`config.mk`:
```
export PLATFORM = sky130hd
export DESIGN_NAME = arbitro_perfil_flat
export DESIGN_NICKNAME = d
export VERILOG_FILES = /design/src/rtl/arbitro_perfil_if.sv /design/src/rtl/arbitro_perfil.sv /design/src/flat_wrapper.sv
export SDC_FILE = /design/constraint.sdc
export NUM_CORES = 1
export LEC_CHECK = 0
export BUFFER_PORTS_ARGS = -buffer_cell sky130_fd_sc_hd__buf_2
export CAP_MARGIN = 20
export CORE_UTILIZATION = 45
export DETAILED_ROUTE_END_ITERATION = 7
export PLACE_DENSITY = 0.67
export RECOVER_POWER = 100
export SYNTH_ARGS = -nofsm -noshare
export SYNTH_HDL_FRONTEND = slang
export SYNTH_SLANG_ARGS = --single-unit
```
`constraint.sdc`:
```
create_clock -name clk -period 2.6 [get_ports clk]
set_input_delay 0.78 -clock clk [delete_from_list [all_inputs] [get_ports clk]]
set_output_delay 0.78 -clock clk [all_outputs]
set_load 0.03 [all_outputs]
```
`src/rtl/arbitro_perfil_if.sv`:
```
// arbitro_perfil_if
//   Bundles the selector-side requests/codes and the decoder-side outputs of
//   the profile arbiter.
//   master : drives req1/cod1/req2/cod2/prio2, observes cod_out/valid/gnt/troca
//   slave  : the arbiter itself
interface arbitro_perfil_if;
  logic       req1;
  logic [2:0] cod1;
  logic       req2;
  logic [2:0] cod2;
  logic       prio2;
  logic [2:0] cod_out;
  logic       valid;
  logic [1:0] gnt;
  logic       troca;

  modport master (
    output req1, cod1, req2, cod2, prio2,
    input  cod_out, valid, gnt, troca
  );

  modport slave (
    input  req1, cod1, req2, cod2, prio2,
    output cod_out, valid, gnt, troca
  );
endinterface

```
`src/rtl/arbitro_perfil.sv`:
```
// arbitro_perfil
//   Arbitrates between two profile selectors sharing the final code decoder.
//   One profile is granted at a time; its code is forwarded (registered) to
//   the decoder. Every handover passes through a one-cycle PAUSA slot in which
//   nothing is forwarded and troca pulses.
// Ports
//   clk          rising-edge clock
//   rst          synchronous, active-high reset
//   bus (slave)  req1/cod1, req2/cod2, prio2 in; cod_out, valid, gnt, troca out
// Parameters
//   MIN_HOLD  grant cycles before profile-2 priority may preempt (>=1)
//   MAX_HOLD  grant cycles after which a waiting opponent takes over; 0 = never
//   CNT_W     grant counter width; must hold max(MIN_HOLD, MAX_HOLD)
// Build option
//   PRIO_PREEMPT_EN : when defined, req2 with prio2 preempts G1 once the grant
//                     has lasted MIN_HOLD cycles. Otherwise prio2 only breaks
//                     ties during arbitration.
module arbitro_perfil #(
  parameter int MIN_HOLD = 4,
  parameter int MAX_HOLD = 16,
  parameter int CNT_W    = 5
) (
  input logic              clk,
  input logic              rst,
  arbitro_perfil_if.slave  bus
);

  typedef enum logic [1:0] {IDLE, G1, G2, PAUSA} estado_t;

  localparam logic [CNT_W-1:0] CNT_MAX = '1;
  localparam logic [CNT_W-1:0] TMO     = CNT_W'((MAX_HOLD == 0) ? 0 : MAX_HOLD - 1);
`ifdef PRIO_PREEMPT_EN
  localparam logic [CNT_W-1:0] PRE     = CNT_W'(MIN_HOLD - 1);
`endif

  estado_t          estado;
  logic [CNT_W-1:0] cnt;
  logic             last_p2;   // profile served last: 1 = profile 2

  logic       pick1, pick2;
  logic       own_req, opp_req;
  logic [2:0] own_cod;
  logic       timeout, preempt;

  // Arbitration outcome for IDLE/PAUSA: prio2 wins ties, else round robin
  always_comb begin
    pick1 = 1'b0;
    pick2 = 1'b0;
    if (bus.req1 && bus.req2) begin
      pick2 = bus.prio2 || !last_p2;
      pick1 = !pick2;
    end else begin
      pick1 = bus.req1;
      pick2 = bus.req2;
    end
  end

  // View of the granted profile and its opponent
  always_comb begin
    own_req = bus.req1;
    opp_req = bus.req2;
    own_cod = bus.cod1;
    if (estado == G2) begin
      own_req = bus.req2;
      opp_req = bus.req1;
      own_cod = bus.cod2;
    end
  end

  assign timeout = (MAX_HOLD != 0) && (cnt >= TMO) && opp_req;

`ifdef PRIO_PREEMPT_EN
  assign preempt = (estado == G1) && bus.req2 && bus.prio2 && (cnt >= PRE);
`else
  assign preempt = 1'b0;
`endif

  always_ff @(posedge clk) begin
    if (rst) begin
      estado      <= IDLE;
      cnt         <= '0;
      last_p2     <= 1'b1;
      bus.cod_out <= 3'b000;
      bus.valid   <= 1'b0;
      bus.gnt     <= 2'b00;
      bus.troca   <= 1'b0;
    end else begin
      bus.troca <= 1'b0;
      case (estado)
        IDLE, PAUSA: begin
          cnt <= '0;
          if (pick1) begin
            estado      <= G1;
            bus.gnt     <= 2'b01;
            bus.valid   <= 1'b1;
            bus.cod_out <= bus.cod1;
          end else if (pick2) begin
            estado      <= G2;
            bus.gnt     <= 2'b10;
            bus.valid   <= 1'b1;
            bus.cod_out <= bus.cod2;
          end else begin
            estado      <= IDLE;
            bus.gnt     <= 2'b00;
            bus.valid   <= 1'b0;
            bus.cod_out <= 3'b000;
          end
        end
        default: begin  // G1 / G2
          // Release outranks preemption and timeout; all handovers via PAUSA
          if ((!own_req && opp_req) || (own_req && (preempt || timeout))) begin
            estado      <= PAUSA;
            bus.troca   <= 1'b1;
            bus.gnt     <= 2'b00;
            bus.valid   <= 1'b0;
            bus.cod_out <= 3'b000;
            last_p2     <= (estado == G2);
          end else if (!own_req) begin
            estado      <= IDLE;
            bus.gnt     <= 2'b00;
            bus.valid   <= 1'b0;
            bus.cod_out <= 3'b000;
          end else begin
            bus.cod_out <= own_cod;
            if (cnt != CNT_MAX) cnt <= cnt + 1'b1;
          end
        end
      endcase
    end
  end

endmodule

```
`src/flat_wrapper.sv`:
```
// flat-port wrapper written by rule: the top's interface ports become plain ports
module arbitro_perfil_flat 
#(
  parameter int MIN_HOLD = 4,
  parameter int MAX_HOLD = 16,
  parameter int CNT_W    = 5
)
  (clk, rst, bus_req1, bus_cod1, bus_req2, bus_cod2, bus_prio2, bus_cod_out, bus_valid, bus_gnt, bus_troca);
  arbitro_perfil_if bus_i ();
  input logic clk;
  input logic rst;
  input wire logic [$bits(bus_i.req1)-1:0] bus_req1;
  input wire logic [$bits(bus_i.cod1)-1:0] bus_cod1;
  input wire logic [$bits(bus_i.req2)-1:0] bus_req2;
  input wire logic [$bits(bus_i.cod2)-1:0] bus_cod2;
  input wire logic [$bits(bus_i.prio2)-1:0] bus_prio2;
  output wire logic [$bits(bus_i.cod_out)-1:0] bus_cod_out;
  output wire logic [$bits(bus_i.valid)-1:0] bus_valid;
  output wire logic [$bits(bus_i.gnt)-1:0] bus_gnt;
  output wire logic [$bits(bus_i.troca)-1:0] bus_troca;
  assign bus_i.req1 = bus_req1;
  assign bus_i.cod1 = bus_cod1;
  assign bus_i.req2 = bus_req2;
  assign bus_i.cod2 = bus_cod2;
  assign bus_i.prio2 = bus_prio2;
  assign bus_cod_out = bus_i.cod_out;
  assign bus_valid = bus_i.valid;
  assign bus_gnt = bus_i.gnt;
  assign bus_troca = bus_i.troca;
  arbitro_perfil #(.MIN_HOLD(MIN_HOLD), .MAX_HOLD(MAX_HOLD), .CNT_W(CNT_W)) u_core (.clk(clk), .rst(rst), .bus(bus_i));
endmodule
```
# After elaboration in Yosys (flattened, before gate mapping)
# Cells that the tools add are included.
[totals]
reg_bits = 15
in_bits = 11
out_inout_bits = 7
[op_classes]
n_addsub = 1
order_cmp = 1
eq_ne = 4
mux = 23
bitwise = 2
reduce_logical = 14
[op_table]
columns = ["cell", "n"]
rows = [
  ["3-bit two-way mux", 6],
  ["2-bit two-way mux", 7],
  ["1-bit two-way mux", 10],
  ["5-bit by 1-bit adder with 5-bit output (second input constant)", 1],
  ["5-bit by 4-bit greater-or-equal comparator with 1-bit output (second input constant)", 1],
  ["5-bit inequality test (second input constant)", 1],
  ["2-bit equality test (second input constant)", 2],
  ["1-bit logical AND", 4],
  ["1-bit zero test", 3],
  ["3-bit inequality test (second input constant)", 1],
  ["3-bit AND reduction", 1],
  ["3-bit OR reduction", 1],
  ["2-bit zero test", 1],
  ["1-bit logical OR", 2],
  ["1-bit inverter", 2],
  ["2-bit AND reduction", 1],
  ["2-bit OR reduction", 1],
]

# Longest topological paths before layout
# Gate-level depths: netlist of run 1.
[depth]
depth_word = 7
ltp_mapped = 7

# Least setup slack after synthesis of run 1
# OpenSTA, ideal clock, no wires.
[synth_timing]
path_kind = "input to register"
startpoint = "in bus_req1"
endpoint = "reg u_core.last_p2"
setup_time_ps = 122
t_arrival_ps = 1698
path_slack_ps = 780
cell_stages = 5
path_cell_list = "buf_6 > nor2b_2 > o211ai_4 > a21boi_2 > a311o_1"
[synth_between]
elab_chain_cells = 5
elab_cells_between_ends = 8
classes_between = "mux (2); reduce/logical (6)"
[synth_rtl]
columns = ["element", "line", "text"]
rows = [
  ["start: declaration", "flat_wrapper.sv:12", "input wire logic [$bits(bus_i.req1)-1:0] bus_req1;"],
  ["1-bit two-way mux", "arbitro_perfil.sv:63", "if (estado == G2) begin"],
  ["1-bit zero test or 1-bit logical AND (tied branches)", "arbitro_perfil.sv:111, arbitro_perfil.sv:70", ""],
  ["1-bit logical AND", "arbitro_perfil.sv:111", "if ((!own_req && opp_req) || (own_req && (preempt || timeout))) begin"],
  ["1-bit logical OR (*)", "arbitro_perfil.sv:111", ""],
  ["2-bit AND reduction (no source line) (*)", "-", ""],
  ["end signal: assignment", "arbitro_perfil.sv:117", "last_p2 <= (estado == G2);"],
  ["end: declaration", "arbitro_perfil.sv:38", "logic last_p2;"],
]
# Every way passes the cells marked *; elsewhere a longest branch is shown, timed or not.
# A chain may end at the register's enable or synchronous reset.

# Worst setup path after layout of run 1
[layout_timing]
startpoint = "reg u_core.cnt[0]"
endpoint = "reg u_core.bus.gnt[1]"
[layout_between]
elab_chain_cells = 6
elab_cells_between_ends = 7
classes_between = "order compare (1); eq/ne (1); mux (2); reduce/logical (3)"
[layout_rtl]
columns = ["element", "line", "text"]
rows = [
  ["start: declaration", "arbitro_perfil.sv:37", "logic [CNT_W-1:0] cnt;"],
  ["start signal: assignment", "arbitro_perfil.sv:125", "if (cnt != CNT_MAX) cnt <= cnt + 1'b1;"],
  ["5-bit by 4-bit greater-or-equal comparator with 1-bit output (*)", "arbitro_perfil.sv:70", "assign timeout = (MAX_HOLD != 0) && (cnt >= TMO) && opp_req;"],
  ["1-bit logical AND (*)", "arbitro_perfil.sv:70", ""],
  ["1-bit logical AND (*)", "arbitro_perfil.sv:111", ""],
  ["1-bit logical OR (*)", "arbitro_perfil.sv:111", ""],
  ["2-bit two-way mux", "arbitro_perfil.sv:111", ""],
  ["2-bit two-way mux", "arbitro_perfil.sv:89", "case (estado)"],
  ["end signal: assignment", "arbitro_perfil.sv:94", "bus.gnt <= 2'b01;"],
  ["end signal: assignment", "arbitro_perfil.sv:114", "bus.gnt <= 2'b00;"],
  ["end signal: assignment", "arbitro_perfil.sv:120", "bus.gnt <= 2'b00;"],
  ["end: declaration", "arbitro_perfil_if.sv:24", "output cod_out, valid, gnt, troca"],
]
# Marked as above.

==> qor.yml, run 1 <==
grt_overflow_total: 0
numCtsBuffers: 3
pre_cts_slack_ns: 0.6341
synth_cells: 92
cts_buffer_depth: 2
relSlewSlack: 0.6016
synth_fp_nets: 109
drt-vias-per-instance: 5.222
worst_pin_slew_ns: 0.5976
worst-setup-path-type: "reg2reg"
finClkSkew_ns: 0.001113
ys_seq_elements: 15
place.gp.congestion: 0.7483
detail_route.iter0.violations: 7
die-area_um2: 2179
synth.distinct_cells: 34
grt_max_degree: 12
wirelength_um: 1600
ctsResizeCount: 0
syn2layout_area_growth_pct: 10.31
crit_path_end_kind: "flip-flop"
final_cell_mix: "15 x dfxtp_1, 10 x buf_2, 8 x nand2_1"
clk_latency_ns: 0.28
holdBufCountCts: 0
clock-root-buffer: "clkbuf_4"
cp-start-kind: "flip-flop"
drv_slew: 0
period_needed_ns: 2.153
post-route-drc-count: 0
io_buffers: 17
num_rows: 15
finalSetupViolCount: 0
required_ns: 2.83
first_pass_iters: 4
cts_htree_levels: 1
status: "complete, no violations"
rsz0062_at_grt: "false"
finalHoldViolCount: 0
cp_slowest_stage_delay_ns: 0.51
fp.dieH_um: 46.68
die_w_um: 46.68
clock.fmax_mhz: 464.5
cp_max_fo: 8
cap_violations: 0
post_cts_buffers: 0
drtAntennaViolNets: 0
routedWlPerCell_um: 11.85
cts_sinks: 15
p_leak_uw: 0.0004016
syn-cell-area_um2: 898.4
ir_drop_mv: 0.3685
dpl.hpwl_um: 1240
first_global_vias: 596
multi_input_area_um2: 525.5
grt_util_all_layers: 0.1721
grt_antenna_before_repair: 0
drive_above_1_share: 0.2182
clk_pin_slew_ns: 0.10
yosys_warnings: 0
nFillCells: 186
layout.nets: 128
io_pins: 18
coreArea_um2: 1802
synth-seq-area-share: 0.3343
cts_tree: "built"
vias: 705
avgSynthCellArea_um2: 9.765
worst_path_max_delay_cell: "a21oi_1"
diodes: 0
layout_commonest_cell: "dfxtp_1"
path_cells: "ha_1 -> and3_1 -> ha_1 -> nor2_1 -> o211ai_4 -> a21oi_1 -> a22o_1"
timing.final.crit_share: 0.8281
cp.arrival_ns: 2.38
power_density_nw_per_um2: 732.4
grt_pass1_wl_um: 2628
start_util: 0.4986
layout_setup_ws_ns: 0.4469
hold_path_class: "reg2reg"
fin_setup_tns_ns: 0
register_area_um2: 300.3
cp_common_cell: "ha_1"
## report_power, final
group / total (uW) / switching, uW / internal, uW
logic: 300 / 182 / 118
registers: 291 / 22.7 / 269
clock network: 135 / 77.9 / 57.0
## metrics by stage
stage / util / cell area (um^2) / hold slack [ns] / std cells / power (uW)
after floorplan: - / 898.4 / 0.4512 / 92 / 551.7
after global placement: 0.5507 / 992.2 / 0.4375 / 131 / 610.3
after detailed placement: 0.5507 / 992.2 / 0.4364 / 131 / 616.7
after CTS: 0.5660 / 1020 / 0.4686 / 135 / 753.0
after global routing: 0.5500 / 991.0 / 0.5100 / 135 / 788.6
final: 0.5500 / 991.0 / 0.4638 / 135 / 725.7
## critical path, delay by kind of cell, from the launching register on
family                     cells  cell delay (ns)
AOI/OAI and AO/OA              3             0.93
DFF                            1             0.36
adders and majority gates      2             0.38
and+or+nand+nor                2             0.44
## state kept, by name (all words and copies together), names as in the netlist
name / count
u_core.bus.cod_out: 3
u_core.bus.gnt: 2
u_core.bus.troca: 1
u_core.bus.valid: 1
u_core.cnt: 5
u_core.estado: 2
u_core.last_p2: 1
## path summary, 6_finish.rpt
check | start | cells past startpoint | slack [ns] | end
worst max-delay path | u_core.cnt[0] | 7 | 0.45 | u_core.bus.gnt[1]
worst min-delay path | u_core.bus.valid | 1 | 0.46 | u_core.bus.valid
worst max register to register | u_core.cnt[0] | 7 | 0.45 | u_core.bus.gnt[1]
worst min register to register | u_core.bus.valid | 1 | 0.46 | u_core.bus.valid
## cell families after synthesis
logic type               after synthesis  synth area share
multiplexers                           9            0.1086
AND/OR/NAND/NOR                       27            0.1657
buffers and inverters                 10           0.05850
AO/OA/AOI/OAI                         25            0.2493
flip-flops                            15            0.3343
adder cells (fa/ha/maj)                6           0.08356
## area by class of cell
cell class / count / share of cell area
inverters: 6 / 0.02273
multi-input cells: 67 / 0.5303
repair buffers: 18 / 0.08460
flip-flops and latches: 15 / 0.3030
clock buffers: 3 / 0.02273
clock inverters: 1 / 0.005051
well taps: 25 / 0.03157
## layer usage
layer | global-route usage | vias up | part of all wire
met5 | 0 | - | 0
met4 | 0.06286 | 0 | 0.0056
met3 | 0.05098 | 2 | 0.028
met2 | 0.2361 | 8 | 0.43
met1 | 0.2500 | 325 | 0.54
li1 | - | 370 | -
## cell usage after synthesis
master	number	area (um^2)
inv_1	6	22.52
a21oi_4	1	16.27
and2_4	1	8.760
o211ai_4	1	21.27
mux2_2	3	33.78
buf_6	2	22.52
a311oi_1	1	8.760
a22o_1	2	17.52
dfxtp_1	15	300.3
and3_1	1	6.260
nand4_1	1	6.260
mux2i_1	5	50.05
a31oi_1	1	6.260
nor2b_1	1	6.260
a21o_1	1	7.510
a311oi_2	1	15.01
o2bb2ai_1	5	43.79
nor2_1	3	11.26
o21a_1	1	7.510
mux2i_2	1	13.76
a22oi_1	3	22.52
clkbuf_1	2	7.510
nor2b_2	1	8.760
a21boi_2	1	11.26
a21oi_2	1	8.760
nand2b_1	7	43.79
nor3_1	2	10.01
ha_1	6	75.07
a211oi_1	1	7.510
nor3b_2	1	12.51
a311o_1	1	10.01
nand3_1	1	5.000
nand2_1	8	30.03
a21oi_1	4	20.02
(Power assumes the default switching activity.)
==> inputs of run 2 (changes only) <==
--- a/config.mk
+++ b/config.mk
@@ -5,11 +5,12 @@
 export SDC_FILE = /design/constraint.sdc
 export NUM_CORES = 1
 export LEC_CHECK = 0
+export ABC_AREA = 1
 export BUFFER_PORTS_ARGS = -buffer_cell sky130_fd_sc_hd__buf_2
 export CAP_MARGIN = 20
 export CORE_UTILIZATION = 45
 export DETAILED_ROUTE_END_ITERATION = 7
-export PLACE_DENSITY = 0.67
+export PLACE_DENSITY = 0.68
 export RECOVER_POWER = 100
 export SYNTH_ARGS = -nofsm -noshare
 export SYNTH_HDL_FRONTEND = slang
==> constraint.sdc (replaced) <==
create_clock -name clk -period 2.05 [get_ports clk]
set_input_delay 0.615 -clock clk [delete_from_list [all_inputs] [get_ports clk]]
set_output_delay 0.615 -clock clk [all_outputs]
set_load 0.03 [all_outputs]
==> qor.yml, run 2 <==
top_regs: "u_core.cnt: 5 flops, u_core.bus.cod_out: 3 flops"
start_util: 0.4929  # -0.005704
fin_hold_ws_ns: 0.4869  # +0.02308 ns
dpl.hpwl_um: 1382  # +11%
grt_max_degree: 17  # +5
finalHoldViolCount: 0  # unchanged
holdBufCountCts: 0  # unchanged
timing.final.crit_share: 0.8552  # +0.02710
worst_path_max_delay_cell: "dfxtp_1"
final_cell_mix: "29 x nand2_1, 18 x nand3_1, 15 x dfxtp_1"
fin_setup_tns_ns: 0  # unchanged
cts_sinks: 15  # unchanged
yosys_warnings: 0  # unchanged
avgSynthCellArea_um2: 7.187  # -26%
num_rows: 15  # unchanged
finClkSkew_ns: 0.005276  # +0.004163 ns
io_buffers: 17  # unchanged
drtAntennaViolNets: 0  # unchanged
synth.most_common_cell: "nand2_1"
clock.fmax_mhz: 570.4  # +23%
async_reset_ff_frac: 0  # unchanged
largest_register_ffs: 5  # unchanged
cp_max_fo: 16  # +8
cp_common_cell: "nand2_1"
ys_seq_elements: 15  # unchanged
grtUsageMet2: 0.3127  # +0.07656
hold_path_class: "reg2reg"
rsz0062_at_grt: "false"
syn-cell-area_um2: 869.6  # -3.2%
period_needed_ns: 1.753  # -0.3999 ns
diodes: 0  # unchanged
final_cells: 163  # +21%
coreArea_um2: 1764  # -2.1%
p_total_uw: 821.9  # +13%
die-area_um2: 2112  # -3.1%
cp.arrival_ns: 1.97  # -0.41 ns
clk_pin_slew_ns: 0.10  # about the same
synth_cells: 121  # +32%
grt-busiest-layer: "met2"
syn2layout_area_growth_pct: 11.94
detail_route.iter0.violations: 9  # +2
synth_top_flop_cell: "dfxtp_1"
first_global_vias: 702  # +18%
drv_slew: 0  # unchanged
synth-seq-area-share: 0.3453  # +0.01106
drt-vias-per-instance: 4.982  # -4.6%
synth_fp_nets: 138  # +27%
cts_tree: "built"
met1_usage: 0.2440  # -0.006039
grt_pass1_wl_um: 2870  # +9.2%
cts_htree_levels: 1  # unchanged
synth.distinct_cells: 21  # -38%
required_ns: 2.27  # -0.56 ns
drive_above_1_share: 0.1522  # -0.06601
path_cells: "ha_1 -> nand2_1 -> nor2_1 -> ha_1 -> inv_1 -> nand2_1 -> nor2_2 -> nand2_2 -> nand2_4 -> nand2_1 -> nand2_1 -> a21oi_1"
synth_area_leaders: "dfxtp_1 35%, nand2_1 13%, nand3_1 10%, ha_1 8.6%, a21oi_1 7.5%"
routedWlPerCell_um: 10.72  # -9.6%
crit_buf_inv: 1  # +1
place_area_um2: 954.7  # -3.8%
crit_path_end_kind: "flip-flop"
ys_top_cells_by_count: "29 x nand2_1, 18 x nand3_1, 15 x dfxtp_1, 14 x inv_1, 13 x a21oi_1"
cap_violations: 0  # unchanged
layout.nets: 156  # +22%
cts_buffer_depth: 2  # unchanged
numCtsBuffers: 3  # unchanged
vias: 812  # +15%
grt_overflow_total: 0  # unchanged
grt_antenna_before_repair: 0  # unchanged
worst-setup-path-type: "reg2reg"
clk_latency_ns: 0.28  # about the same
use_met3: 0.03571  # -0.01527
power_density_nw_per_um2: 844.3  # +15%
synth_top_area_frac: 0.3453  # +0.01106
stdcell_area_um2: 973.4  # -1.8%
status: "complete, no violations"
ir_drop_mv: 0.4241  # +15%
layout_commonest_cell: "nand2_1"
synth_edf_count: 0  # unchanged
io_pins: 18  # unchanged
die_w_um: 45.96  # -1.5%
post-route-drc-count: 0  # unchanged
first_pass_iters: 4  # unchanged
finalSetupViolCount: 0  # unchanged
relSlewSlack: 0.7417  # +0.1401
synth_area_leader_cell: "dfxtp_1"
fp.dieH_um: 45.96  # -1.5%
worst_pin_slew_ns: 0.3874  # -0.2102 ns
cp-start-kind: "flip-flop"
clock-root-buffer: "clkbuf_4"
top_register: "u_core.cnt"
grt_util_all_layers: 0.1900  # +0.01791
ctsResizeCount: 0  # unchanged
place.gp.congestion: 0.8159  # +9.0%
cpLargestDelayFamily: "simple AND/OR/NAND/NOR gates"
wirelength_um: 1747  # +9.2%
post_cts_buffers: 0  # unchanged
place_inst: 159  # +21%
cp_slowest_stage_delay_ns: 0.40  # -0.11 ns
p_leak_uw: 0.0004366  # +8.7%
[run 2: stage by stage]
stage,utilization,setup slack (ns)
floorplan,-,0.4962
global placement,0.5411,0.3759
detailed placement,0.5411,0.2948
CTS,0.5567,0.2667
global route,0.5518,0.06415
finish,0.5518,0.2968
[run 2: cell type report]
class / instances / area [um^2]
fill: 193 / 790.8
multi-input combinational: 88 / 485.5
sequential: 15 / 300.3
timing repair buffer: 17 / 76.32
inverter: 14 / 52.55
tap: 25 / 31.28
clock buffer: 3 / 22.52
clock inverter: 1 / 5.005
[run 2: final timing paths]
path                startpoint                end  slack [ns]  depth (start not counted)
max reg2reg      u_core.cnt[0]      u_core.cnt[1]        0.30                         12
min reg2reg  u_core.bus.gnt[1]  u_core.bus.gnt[1]        0.49                          2
max              u_core.cnt[0]      u_core.cnt[1]        0.30                         12
min          u_core.bus.gnt[1]  u_core.bus.gnt[1]        0.49                          2
[run 2: metal layers]
metal | wire length, um | share of wire | vias up
li1 | - | - | 432
met1 | 864 | 0.49 | 366
met2 | 820 | 0.47 | 12
met3 | 49 | 0.028 | 2
met4 | 12 | 0.0069 | 0
met5 | 0 | 0 | -
[run 2: power breakdown]
group          switching, uW  internal, uW
sequential              20.0           328
combinational            212          90.1
clock                   98.9          72.3
[run 2: tightest hold or removal path: cells and delay by family, from the launching register on]
family	cells	cell delay (ns)
AO/OA/AOI/OAI	1	0.05
flip-flops	1	0.32
AND/OR/NAND/NOR	1	0.07
[run 2: kinds of logic (layout without fill, tap and decap cells)]
kind of cell,Yosys count,count (layout),share of synthesized area
buffers and inverters,18,35,0.09639
DFF,15,15,0.3453
adders and majority gates,6,6,0.08633
xor gates and xnor gates,2,2,0.02015
and+or+nand+nor,61,61,0.3338
AOI/OAI and AO/OA,19,19,0.1180
==> inputs of run 3 (changes only) <==
--- a/config.mk
+++ b/config.mk
@@ -6,7 +6,7 @@
 export NUM_CORES = 1
 export LEC_CHECK = 0
 export ABC_AREA = 1
-export BUFFER_PORTS_ARGS = -buffer_cell sky130_fd_sc_hd__buf_2
+export BUFFER_PORTS_ARGS = -buffer_cell sky130_fd_sc_hd__clkbuf_2
 export CAP_MARGIN = 20
 export CORE_UTILIZATION = 45
 export DETAILED_ROUTE_END_ITERATION = 7
==> qor.yml, run 3 (synthesis results as in run 2) <==
status: "complete, no violations"
num_rows: 15  # unchanged
grt_util_all_layers: 0.1866  # -0.003415
finalHoldViolCount: 0  # unchanged
power_frac_comb: 0.366  # -0.002
hold_path_class: "reg2reg"
cp-start-kind: "flip-flop"
clk_latency_ns: 0.28  # about the same
first_global_vias: 680  # -3.1%
io_pins: 18  # unchanged
power_density_nw_per_um2: 845.3  # +0.12%
relSlewSlack: 0.7513  # +0.009615
fin_hold_ws_ns: 0.4887  # +0.001856 ns
cts_buffer_depth: 2  # unchanged
ctsResizeCount: 0  # unchanged
clock.fmax_mhz: 562.4  # -1.4%
cts_htree_levels: 1  # unchanged
first_pass_iters: 4  # unchanged
grt_overflow_total: 0  # unchanged
final_cell_mix: "30 x nand2_1, 18 x nand3_1, 15 x dfxtp_1"
grt_pass1_wl_um: 2829  # -1.4%
pwr-share-seq: 0.426  # +0.002
path_cells: "ha_1 -> nand2_1 -> nor2_1 -> ha_1 -> inv_1 -> nand2_1 -> nor2_2 -> nand2_1 -> nand2_4 -> nand2_1 -> nand2_1 -> a21oi_1"
cp.arrival_ns: 2.00  # +0.03 ns
swShare: 0.4023  # -0.0006489
p_int_uw: 490.5  # about the same
rsz0062_at_grt: "false"
detail_route.iter0.violations: 22  # +13
routedWlPerCell_um: 10.63  # -0.80%
cap_violations: 0  # unchanged
dpl.hpwl_um: 1311  # -5.1%
p_leak_uw: 0.0004386  # +0.47%
timing.final.crit_share: 0.8673  # +0.01213
layout.nets: 156  # unchanged
finClkSkew_ns: 0.0009121  # -0.004363 ns
crit_buf_inv: 1  # unchanged
start_util: 0.4929  # unchanged
die-area_um2: 2112  # unchanged
fin_setup_tns_ns: 0  # unchanged
io_buffers: 17  # unchanged
coreArea_um2: 1764  # unchanged
cts_sinks: 15  # unchanged
largest_register_ffs: 5  # unchanged
top_register: "u_core.cnt"
crit_path_end_kind: "flip-flop"
p_clk_frac: 0.207  # about the same
grt_max_degree: 17  # unchanged
syn2layout_area_growth_pct: 11.65
wirelength_um: 1733  # -0.80%
required_ns: 2.27  # about the same
diodes: 0  # unchanged
cts_tree: "built"
switchingPower_uw: 330.2  # -0.30%
numCtsBuffers: 3  # unchanged
nFillCells: 193  # unchanged
drt-vias-per-instance: 5.104  # +2.5%
die_w_um: 45.96  # unchanged
post_cts_buffers: 0  # unchanged
fp.dieH_um: 45.96  # unchanged
ir_drop_mv: 0.4359  # +2.8%
post-route-drc-count: 0  # unchanged
period_needed_ns: 1.778  # +0.02486 ns
final_cells: 163  # unchanged
place.gp.congestion: 0.7512  # -7.9%
grt_antenna_before_repair: 0  # unchanged
drtAntennaViolNets: 0  # unchanged
cp_common_cell: "nand2_1"
multi_input_area_um2: 483.0  # -0.52%
vias: 832  # +2.5%
layout_commonest_cell: "nand2_1"
top_regs: "u_core.cnt: 5 flops, u_core.bus.cod_out: 3 flops"
register_area_um2: 300.3  # unchanged
finalSetupViolCount: 0  # unchanged
drv_slew: 0  # unchanged
drive_above_1_share: 0.1449  # -0.007246
cp_max_fo: 16  # unchanged
holdBufCountCts: 0  # unchanged
place_inst: 159  # unchanged
clock-root-buffer: "clkbuf_4"
cpLargestDelayFamily: "simple AND/OR/NAND/NOR gates"
worst_pin_slew_ns: 0.3730  # -0.01442 ns
worst-setup-path-type: "reg2reg"
clk_pin_slew_ns: 0.09  # about the same
worst_path_max_delay_cell: "dfxtp_1"
cp_slowest_stage_delay_ns: 0.41  # about the same
==> run 3: cell count changes in the layout (fill, tap and decap cells not counted) <==
cell      change
nand2_1       +1
clkbuf_2     +10
nand2_2       -1
buf_2        -10
==> run 3: power groups by stage <==
| stage | clock network (uW) | registers (uW) | logic, uW |
|---|---|---|---|
| after floorplan | 0 | 394 | 207 |
| after global placement | 0 | 355 | 301 |
| after detailed placement | 0 | 357 | 305 |
| after CTS | 173 | 350 | 306 |
| after global routing | 189 | 356 | 335 |
| final | 170 | 350 | 301 |
==> run 3: area by class of cell <==
| type | count | area share |
|---|---|---|
| repair buffers | 17 | 0.07861 |
| clock buffers | 3 | 0.02320 |
| clock inverters | 1 | 0.005155 |
| inverters | 14 | 0.05412 |
| flip-flops and latches | 15 | 0.3093 |
| multi-input cells | 88 | 0.4974 |
| well taps | 25 | 0.03222 |
==> run 3: tightest hold or removal path, cell delays in order (launching register included) <==
cell and delay [ns]:
dfxtp_1 0.35, nand2_1 0.06, nand3b_1 0.06
==> run 3: final timing paths <==
path	startpoint	end	slack (ns)	depth (start not counted)
min reg2reg	u_core.last_p2	u_core.last_p2	0.49	2
max	u_core.cnt[0]	u_core.cnt[1]	0.27	12
min	u_core.last_p2	u_core.last_p2	0.49	2
max reg2reg	u_core.cnt[0]	u_core.cnt[1]	0.27	12
==> run 3: through the flow <==
stage | power [uW] | setup WS, ns | util | instance area, um^2
final | 820.7 | 0.2720 | 0.5504 | 970.9
after detailed placement | 662.4 | 0.3410 | 0.5411 | 954.7
after CTS | 829.7 | 0.3109 | 0.5567 | 982.2
after floorplan | 601.1 | 0.4962 | - | 869.6
after global placement | 655.9 | 0.3859 | 0.5411 | 954.7
after global routing | 879.4 | 0.08320 | 0.5504 | 970.9
==> run 3: metal layers <==
| metal | vias up | GRT usage | part of all wire |
|---|---|---|---|
| li1 | 431 | - | - |
| met1 | 381 | 0.2458 | 0.48 |
| met2 | 18 | 0.2986 | 0.48 |
| met3 | 2 | 0.04762 | 0.036 |
| met4 | 0 | 0.05294 | 0.0069 |
| met5 | - | 0 | 0 |
